--- src/rtl/if_pc_redirect_pkg.sv ---
// Shared types and defaults for the fetch-stage PC generator.
`ifndef IF_PC_REDIRECT_PKG_SV
`define IF_PC_REDIRECT_PKG_SV
`define RNG_64 63:0

package if_pc_redirect_pkg;

    typedef enum logic [1:0] {
        S_REQ  = 2'd0,
        S_WAIT = 2'd1,
        S_DROP = 2'd2
    } fetch_state_t;

    localparam logic [`RNG_64] DEFAULT_RESET_PC = 64'h0000_0000_0000_0000;
    localparam int unsigned    DEFAULT_PC_INC   = 4;

    // Sequential successor address; wraps modulo 2^64.
    function automatic logic [`RNG_64] pc_step(input logic [`RNG_64] pc,
                                               input int unsigned     inc);
        return pc + 64'(inc);
    endfunction

endpackage

`endif

--- src/rtl/if_pc_redirect_fetch_buf.sv ---
// One-entry IF->ID instruction buffer: load, hold under stall, clear when consumed or flushed.
`include "rtl/if_pc_redirect_pkg.sv"

module if_fetch_buf
    import if_pc_redirect_pkg::*;
(
    input  logic            clk,
    input  logic            rst_n,
    input  logic            flush,
    input  logic            load,
    input  logic            stall,
    input  logic [`RNG_64]  load_pc,
    input  logic [31:0]     load_instr,
    output logic            valid,
    output logic [`RNG_64]  pc,
    output logic [31:0]     instr
);

    // Flush beats load; an unloaded entry survives only while ID is stalled.
    always_ff @(posedge clk) begin
        if (!rst_n) begin
            valid <= 1'b0;
            pc    <= '0;
            instr <= '0;
        end else if (flush) begin
            valid <= 1'b0;
        end else if (load) begin
            valid <= 1'b1;
            pc    <= load_pc;
            instr <= load_instr;
        end else if (!stall) begin
            valid <= 1'b0;
        end
    end

endmodule

--- src/rtl/if_pc_redirect.sv ---
// Fetch PC generator: one outstanding imem request, EX redirects, wrong-path squash.
`include "rtl/if_pc_redirect_pkg.sv"

module if_pc_redirect
    import if_pc_redirect_pkg::*;
#(
    parameter logic [`RNG_64] RESET_PC = DEFAULT_RESET_PC,
    parameter int unsigned    PC_INC   = DEFAULT_PC_INC
) (
    input  logic            i_clk,
    input  logic            i_rst_n,
    input  logic            i_stall,
    input  logic            i_ex_jump_taken,
    input  logic            i_ex_branch_taken,
    input  logic [`RNG_64]  i_ex_jump_target,
    input  logic [`RNG_64]  i_ex_branch_target,
    output logic            o_imem_req,
    output logic [`RNG_64]  o_imem_addr,
    input  logic            i_imem_gnt,
    input  logic            i_imem_rvalid,
    input  logic [31:0]     i_imem_rdata,
    output logic            o_if_valid,
    output logic [`RNG_64]  o_if_pc,
    output logic [31:0]     o_if_instr,
    output logic            o_flush
);

    fetch_state_t   state_q, state_d;
    logic [`RNG_64] pc_q, pc_d;
    logic [`RNG_64] req_pc_q;
    logic [`RNG_64] target;
    logic           redirect;
    logic           imem_req;
    logic           grant;
    logic           buf_load;

    always_comb begin
        redirect = i_ex_jump_taken | i_ex_branch_taken;
        target   = i_ex_jump_taken ? i_ex_jump_target : i_ex_branch_target;
    end

    // A response that arrives after a redirect belongs to the wrong path; S_DROP waits it out.
    always_comb begin
        state_d  = state_q;
        imem_req = 1'b0;
        grant    = 1'b0;
        buf_load = 1'b0;
        case (state_q)
            S_REQ: begin
                imem_req = !(o_if_valid & i_stall);
                grant    = imem_req & i_imem_gnt;
                if (grant) begin
                    state_d = redirect ? S_DROP : S_WAIT;
                end
            end
            S_WAIT: begin
                if (i_imem_rvalid) begin
                    state_d  = S_REQ;
                    buf_load = !redirect;
                end else if (redirect) begin
                    state_d = S_DROP;
                end
            end
            S_DROP: begin
                if (i_imem_rvalid) begin
                    state_d = S_REQ;
                end
            end
            default: state_d = S_REQ;
        endcase
    end

    always_comb begin
        if (redirect) begin
            pc_d = target;
        end else if (grant) begin
            pc_d = pc_step(pc_q, PC_INC);
        end else begin
            pc_d = pc_q;
        end
    end

    always_ff @(posedge i_clk) begin
        if (!i_rst_n) begin
            state_q  <= S_REQ;
            pc_q     <= RESET_PC;
            req_pc_q <= RESET_PC;
        end else begin
            state_q <= state_d;
            pc_q    <= pc_d;
            if (grant) begin
                req_pc_q <= pc_q;
            end
        end
    end

    if_fetch_buf u_fetch_buf (
        .clk        (i_clk),
        .rst_n      (i_rst_n),
        .flush      (redirect),
        .load       (buf_load),
        .stall      (i_stall),
        .load_pc    (req_pc_q),
        .load_instr (i_imem_rdata),
        .valid      (o_if_valid),
        .pc         (o_if_pc),
        .instr      (o_if_instr)
    );

    assign o_imem_req  = i_rst_n & imem_req;
    assign o_flush     = i_rst_n & redirect;
    assign o_imem_addr = pc_q;

endmodule

--- config.mk ---
export PLATFORM = sky130hd
export DESIGN_NAME = if_pc_redirect
export DESIGN_NICKNAME = d
export VERILOG_FILES = /design/src/rtl/if_pc_redirect_fetch_buf.sv /design/src/rtl/if_pc_redirect.sv
export VERILOG_INCLUDE_DIRS = /design/src /design/src/rtl
export SDC_FILE = /design/constraint.sdc
export NUM_CORES = 1
export LEC_CHECK = 0
export CORE_MARGIN = 2
export CORE_UTILIZATION = 42
export CTS_CLUSTER_SIZE = 28
export DETAILED_ROUTE_END_ITERATION = 8
export PLACE_DENSITY = 0.73
export SETUP_SLACK_MARGIN = 0.1
export SYNTH_ARGS = -nofsm -noshare
export SYNTH_HDL_FRONTEND = slang
export SYNTH_SLANG_ARGS = --single-unit
--- constraint.sdc ---
create_clock -name i_clk -period 2.2 [get_ports i_clk]
set_clock_uncertainty 0.1 [all_clocks]
set_input_delay 0.44 -clock i_clk [delete_from_list [all_inputs] [get_ports i_clk]]
set_output_delay 0.44 -clock i_clk [all_outputs]
set_load 0.02 [all_outputs]
==> results of run 1 <==
## stage by stage
step	std cells	TNS (ps)	power (uW)	area [um^2]	hold slack, ps
after floorplan	1357	0	5091	10220	332.1
after global placement	2055	-12300	5973	14780	338.8
after detailed placement	2055	-14970	5993	14780	342.1
after CTS	2106	0	10390	15700	339.9
after global routing	2118	0	10710	16030	356.6
final	2118	0	10390	16030	350.4
## cell type report
type                    count  area, um^2  share of cell area, %
clock buffers              36       716.9                  4.474
clock inverters             9       162.7                  1.015
inverters                  14       57.56                 0.3591
multi-input cells        1016        5539                  34.56
flip-flops and latches    227        4568                  28.51
well taps                 324       405.4                  2.530
repair buffers            492        4576                  28.55
## layer usage
| layer | track usage, % | share of wire, % | vias up |
|---|---|---|---|
| met5 | 0 | 0 | - |
| met4 | 12.08 | 4.3 | 0 |
| met3 | 5.584 | 8.1 | 112 |
| met2 | 48.52 | 47 | 543 |
| met1 | 36.79 | 41 | 5424 |
| li1 | - | - | 5567 |
## kinds of logic (layout without fill, tap and decap cells)
group                    Yosys count  after routing  share of synthesized area (%)
flip-flops                       227            227                          44.57
adder cells (fa/ha/maj)            1              1                         0.1227
multiplexers                       9              9                         0.8958
XOR/XNOR                          15             15                          1.289
AND/OR/NAND/NOR                  615            615                          27.53
buffers and inverters            114            551                          4.258
AO/OA/AOI/OAI                    376            376                          21.34
## synth_stat cells, types with 14 or more instances
master / count
nand2_1: 387
dfxtp_1: 227
nand4_1: 22
clkbuf_1: 82
a21oi_1: 225
o21ai_0: 49
nor2_1: 53
nand3_1: 29
inv_1: 14
o31ai_1: 15
a211oi_1: 19
and3_1: 33
nor3_1: 24
## report_power, final
group	switching (uW)	internal (uW)
clock network	1740	2740
logic	840	718
registers	105	4240
## sequential cells by signal (all words and copies together), names as in the netlist
register           cells
o_imem_addr           64
state_q                2
u_fetch_buf.pc        64
req_pc_q              64
u_fetch_buf.instr     32
u_fetch_buf.valid      1
## tightest hold or removal path, delay by kind of cell, from the launching register on
family,cells,cell delay [ps]
AOI/OAI and AO/OA,1,50
and+or+nand+nor,1,50
DFF,1,300
## worst max path at each step
stage                               start  slack, ps  cells after the start         endpoint
after floorplan            o_imem_addr[2]         50                      7  o_imem_addr[58]
after global placement         i_imem_gnt       -380                      9  o_imem_addr[63]
after detailed placement       i_imem_gnt       -400                      9  o_imem_addr[63]
after CTS                 o_imem_addr[12]         20                      7  o_imem_addr[36]
after global routing       o_imem_addr[3]          9                      7  o_imem_addr[52]
final                     o_imem_addr[14]         80                      6  o_imem_addr[36]
## what timing repair did
action / CTS / global route
pin swaps: 6 / 21
endpoints found under the setup margin: 87 / 46
buffers inserted: 6 / 12
gates resized for setup: 84 / 57
hold endpoints to repair: 0 / 0
==> summary.md, run 1 <==
| Metric | Value |
|---|---|
| Outcome | complete, no violations |
| R2R depth | 6 |
| Vias in the first global route | 10876 |
| IO Port Bufs | 329 |
| Via count | 11646 |
| Final min period | 2117 ps |
| Synth Cell Area | 10200 um^2 |
| Final HPWL DP | 28560 um |
| YS warnings | 0 |
| Core Footprint | 24110 um^2 |
| Syn Nets | 1525 |
| CTS Buffer Depth | 3 |
| Fin nets | 1944 |
| Std cell rows | 57 |
| Mapped Cells | 1357 |
| H-Tree Depth | 1 |
| CTS Sinks | 227 |
| Final worst slack | 82.57 ps |
| Post-synth EDFFs | 0 |
| Largest net degree at the start of global routing | 97 |
| Initial core utilization | 42.30% |
| Async S/R FF share, synth | 0% |
| Slew Limit Headroom | 58.96% |
| Fill count | 2134 |
| Critical-path top delay cell | nor4_4 |
| P_leak | 0.006166 uW |
| CTS Buf Count | 25 |
| Yosys top cell by area | dfxtp_1 |
| CP Max Fanout | 4 |
| Hold_buf cts | 0 |
| Root buffer selected by CTS | clkbuf_16 |
| Worst Tran Pin Value | 609.2 ps |
| CP arrival | 2420 ps |
| Via density per instance | 5.499 |
| Worst path cell trace | inv_1 -> nor4_4 -> nand4_1 -> or3_4 -> mux2i_1 -> o32ai_1 |
| Worst Hold Class | reg -> reg |
| Top-area cell type share of the netlist area | 44.57% |
| Average wire per standard cell | 18.66 um |
| Crit path max-delay family | simple AND/OR/NAND/NOR gates |
| Startpoint type of the worst setup path | flip-flop |
| Final Setup Violations | 0 |
| CP Capture Type | flip-flop |
| IO Pins | 330 |
| Clk slew on worst S/H paths | 60 ps |
| Netlist cell types | 61 |
| WHS Endpoint | u_fetch_buf.pc[11] |
| Avg Cell Area, Syn | 7.514 um^2 |
| GRT Util Overall | 29.02% |
| CP Data Required Time | 2500 ps |
| Slowest stage delay, CP | 420 ps |
| WS Path Type | reg -> reg |
| Unrepaired setup endpoints after global routing | yes |
| Layout area overhead | 57.17% |
| HP Start | u_fetch_buf.pc[11] |
| First-pass GRT wire length | 59620 um |
| Iter 0 DRT Violations | 1052 |
| Clock Latency Late Sink | 530 ps |
| Fin util | 66.48% |
| Die Wd | 159.8 um |
| Total grt overflow | 0 |
| R2r setup slk | 80 ps |
| Residual DRC | 0 |
| Max Slew Vio Count | 0 |
| Post-Place Worst Slack | -399.8 ps |
| Final hold vios | 0 |
| Peak VDD IR | 486.6 uV |
| Final WL | 39520 um |
| Top cells by area, synth | dfxtp_1 (45%), nand2_1 (14%), a21oi_1 (11%) |
| Vert. Die Dim | 159.8 um |
| Worst R2R End | o_imem_addr[36] |
| Most frequent cells in the layout | nand2_1 (385), clkdlybuf4s50_1 (260), a21oi_1 (225) |
| Top FF cell, synth | dfxtp_1 |
| Tcrit/Tclk final | 96.25% |
| Worst r2r src | o_imem_addr[14] |
| Power Density | 648.1 nW/um^2 |
| Share of layout cells above drive strength 1 | 15.83% |
| Post-synthesis sequential area ratio | 44.57% |
| Routability cong. | 0.9375 |
| Leading cell type in the layout, fill and taps excluded | nand2_1 |
| Hold Path Cell Cnt | 2 |
| ANT cells | 0 |
| Total of max-cap violations | 0 |
| Initial antenna violation count | 0 |
| CTS tree | done |
| Buffers & Inverters on Critical Path | 1 |
| Yosys reg bits | 227 |
| Die ar. | 25540 um^2 |
| DRT antenna net count | 0 |
| Max Freq | 0.4723 GHz |
| TritonRoute pass-1 iters | 7 |
No activity file was read; power rests on OpenSTA's default activity.
==> run 2, diff against run 1 <==
CORE_UTILIZATION = 34   (was 42)
PLACE_DENSITY = 0.6   (was 0.73)
==> run 2 against run 1 <==
Net effect: die area grew 23%; clock power grew 2%; routed wire length grew 3.9%; first-iteration DRC count shrank 7.4%; sequential share of layout area shrank 0.14 points; setup slack gained 23 ps; via count shrank 0.56%; design area grew 0.59%; largest cell class unchanged.
==> summary.md, run 2 (same netlist as run 1, synthesis figures left out) <==
| Metric | Value |
|---|---|
| Post-placement cell area | 14850 um^2 (was 14780 um^2) |
| Final Setup Violations | 0 (unchanged) |
| Final worst slack | 105.1 ps (was 82.57 ps) |
| Combinational share of power | 15.0% (about the same) |
| DRT antenna net count | 0 (unchanged) |
| Via density per instance | 5.312 (was 5.499) |
| Worst r2r src | o_imem_addr[2] (was o_imem_addr[14]) |
| Hold_buf cts | 0 (unchanged) |
| Max Slew Vio Count | 0 (unchanged) |
| IO Pins | 330 (unchanged) |
| R2r setup slk | 110 ps (was 80 ps) |
| Total of max-cap violations | 0 (unchanged) |
| Std cell rows | 63 (was 57) |
| Sw Pwr | 2678 uW (was 2685 uW) |
| First-pass GRT wire length | 62000 um (was 59620 um) |
| Switch share | 25.59% (was 25.86%) |
| Clock Latency Late Sink | 530 ps (about the same) |
| CP arrival | 2390 ps (was 2420 ps) |
| Final min period | 2095 ps (was 2117 ps) |
| Design area | 16120 um^2 (was 16030 um^2) |
| H-Tree Depth | 1 (unchanged) |
| Share of layout cells above drive strength 1 | 16.20% (was 15.83%) |
| GRT Util Overall | 25.09% (was 29.02%) |
| R2R depth | 8 (was 6) |
| P_leak | 0.006234 uW (was 0.006166 uW) |
| Die ar. | 31390 um^2 (was 25540 um^2) |
| Largest net degree at the start of global routing | 124 (was 97) |
| Clk slew on worst S/H paths | 60 ps (about the same) |
| Slew Limit Headroom | 52.67% (was 58.96%) |
| Core Footprint | 29560 um^2 (was 24110 um^2) |
| CP Max Fanout | 4 (unchanged) |
| Via count | 11581 (was 11646) |
| Vias in the first global route | 10806 (was 10876) |
| Root buffer selected by CTS | clkbuf_16 (unchanged) |
| Clock share of power | 43.5% (was 43.1%) |
| IO Port Bufs | 329 (unchanged) |
| Power Density | 649.4 nW/um^2 (was 648.1 nW/um^2) |
| Worst R2R End | o_imem_addr[36] (unchanged) |
| Peak VDD IR | 492.9 uV (was 486.6 uV) |
| Total grt overflow | 0 (unchanged) |
| WS Path Type | reg -> reg (unchanged) |
| Sequential share of power | 41.6% (was 41.9%) |
| Routability cong. | 0.8915 (was 0.9375) |
| Final HPWL DP | 29880 um (was 28560 um) |
| Unrepaired setup endpoints after global routing | yes (unchanged) |
| CTS Buf Count | 27 (was 25) |
| ANT cells | 0 (unchanged) |
| WHS Endpoint | o_imem_addr[36] (was u_fetch_buf.pc[11]) |
| Worst hold margin | 328.7 ps (was 350.4 ps) |
| Layout area overhead | 58.09% (was 57.17%) |
| CTS Buffer Depth | 3 (unchanged) |
| Final hold vios | 0 (unchanged) |
| Post-Place Worst Slack | -446.3 ps (was -399.8 ps) |
| Initial antenna violation count | 0 (unchanged) |
| Outcome | complete, no violations (unchanged) |
| Tcrit/Tclk final | 95.22% (was 96.25%) |
| TritonRoute pass-1 iters | 5 (was 7) |
| Startpoint type of the worst setup path | flip-flop (unchanged) |
| Max Freq | 0.4774 GHz (was 0.4723 GHz) |
| CTS Sinks | 227 (unchanged) |
| Residual DRC | 0 (unchanged) |
| CP Capture Type | flip-flop (unchanged) |
| Initial core utilization | 34.49% (was 42.30%) |
| Worst Tran Pin Value | 709.9 ps (was 609.2 ps) |
| Average wire per standard cell | 18.83 um (was 18.66 um) |
| Most frequent cells in the layout | nand2_1 (384), clkdlybuf4s50_1 (256), a21oi_1 (225) (was nand2_1 (385), clkdlybuf4s50_1 (260), a21oi_1 (225)) |
| Worst Hold Class | in -> reg (was reg -> reg) |
| HP Start | i_ex_jump_taken (was u_fetch_buf.pc[11]) |
| Iter 0 DRT Violations | 974 (was 1052) |
| Fin nets | 1941 (was 1944) |
| Die Wd | 177.2 um (was 159.8 um) |
| CTS tree | done (unchanged) |
| Hold Path Cell Cnt | 3 (was 2) |
| Final WL | 41040 um (was 39520 um) |
| Vert. Die Dim | 177.2 um (was 159.8 um) |
| Internal power | 7790 uW (was 7701 uW) |
| Leading cell type in the layout, fill and taps excluded | nand2_1 (unchanged) |
| CP Data Required Time | 2490 ps (was 2500 ps) |
==> run 2: stage by stage <==
stage	utilization (%)	std cells	setup TNS [ps]	total power (uW)
2_1_floorplan	-	1357	0	5091
3_3_place_gp	50.23	2118	-10700	6004
3_5_place_dp	50.23	2118	-14020	6018
4_1_cts	53.61	2167	0	10530
5_1_grt	54.53	2180	0	10860
6_report	54.53	2180	0	10470
==> run 2: final cells by class <==
| class | instances | area (um^2) |
|---|---|---|
| clock buffers | 37 | 783.3 |
| repair buffers | 487 | 4569 |
| well taps | 390 | 488.0 |
| flip-flops and latches | 227 | 4572 |
| clock inverters | 9 | 122.6 |
| multi-input cells | 1016 | 5527 |
| fillers | 2823 | 13440 |
| inverters | 14 | 57.56 |
==> run 2: timing repair <==
action                                  CTS  global route
buffers inserted                          3            13
gates cloned                              0             0
pin swaps                                 9            21
resized for setup                        99            56
endpoints found under the setup margin   95            44
==> run 2: worst max-delay path: stages (launching register included) <==
cell,delay [ps]
dfxtp_2,360
ha_4,150
nand4_4,160
buf_6,170
nor2_2,160
nand4_1,190
or3_4,410
mux2i_1,150
o32ai_1,90
==> run 2: power groups by stage <==
stage	Clock [uW]	Sequential, uW	Combinational (uW)
floorplan	0	4540	547
global placement	0	4420	1580
detailed placement	0	4430	1590
CTS	4650	4340	1550
global route	4820	4360	1680
finish	4550	4350	1570
==> run 2: metal layers <==
metal / part of all wire [%] / vias to the layer above / GRT usage, %
met5: 0 / - / 0
met4: 2.8 / 0 / 8.023
met3: 6.8 / 74 / 4.188
met2: 47 / 460 / 40.69
met1: 44 / 5475 / 33.90
li1: - / 5572 / -
==> run 2: how the worst max path moves through the flow <==
stage / depth (start not counted) / slack, ps / startpoint / end
after detailed placement: 8 / -450 / i_imem_gnt / o_imem_addr[32]
after global routing: 8 / 10 / o_imem_addr[2] / o_imem_addr[36]
after floorplan: 7 / 50 / o_imem_addr[2] / o_imem_addr[58]
final: 8 / 110 / o_imem_addr[2] / o_imem_addr[36]
after global placement: 8 / -450 / i_imem_gnt / o_imem_addr[32]
after CTS: 7 / 60 / o_imem_addr[2] / o_imem_addr[58]
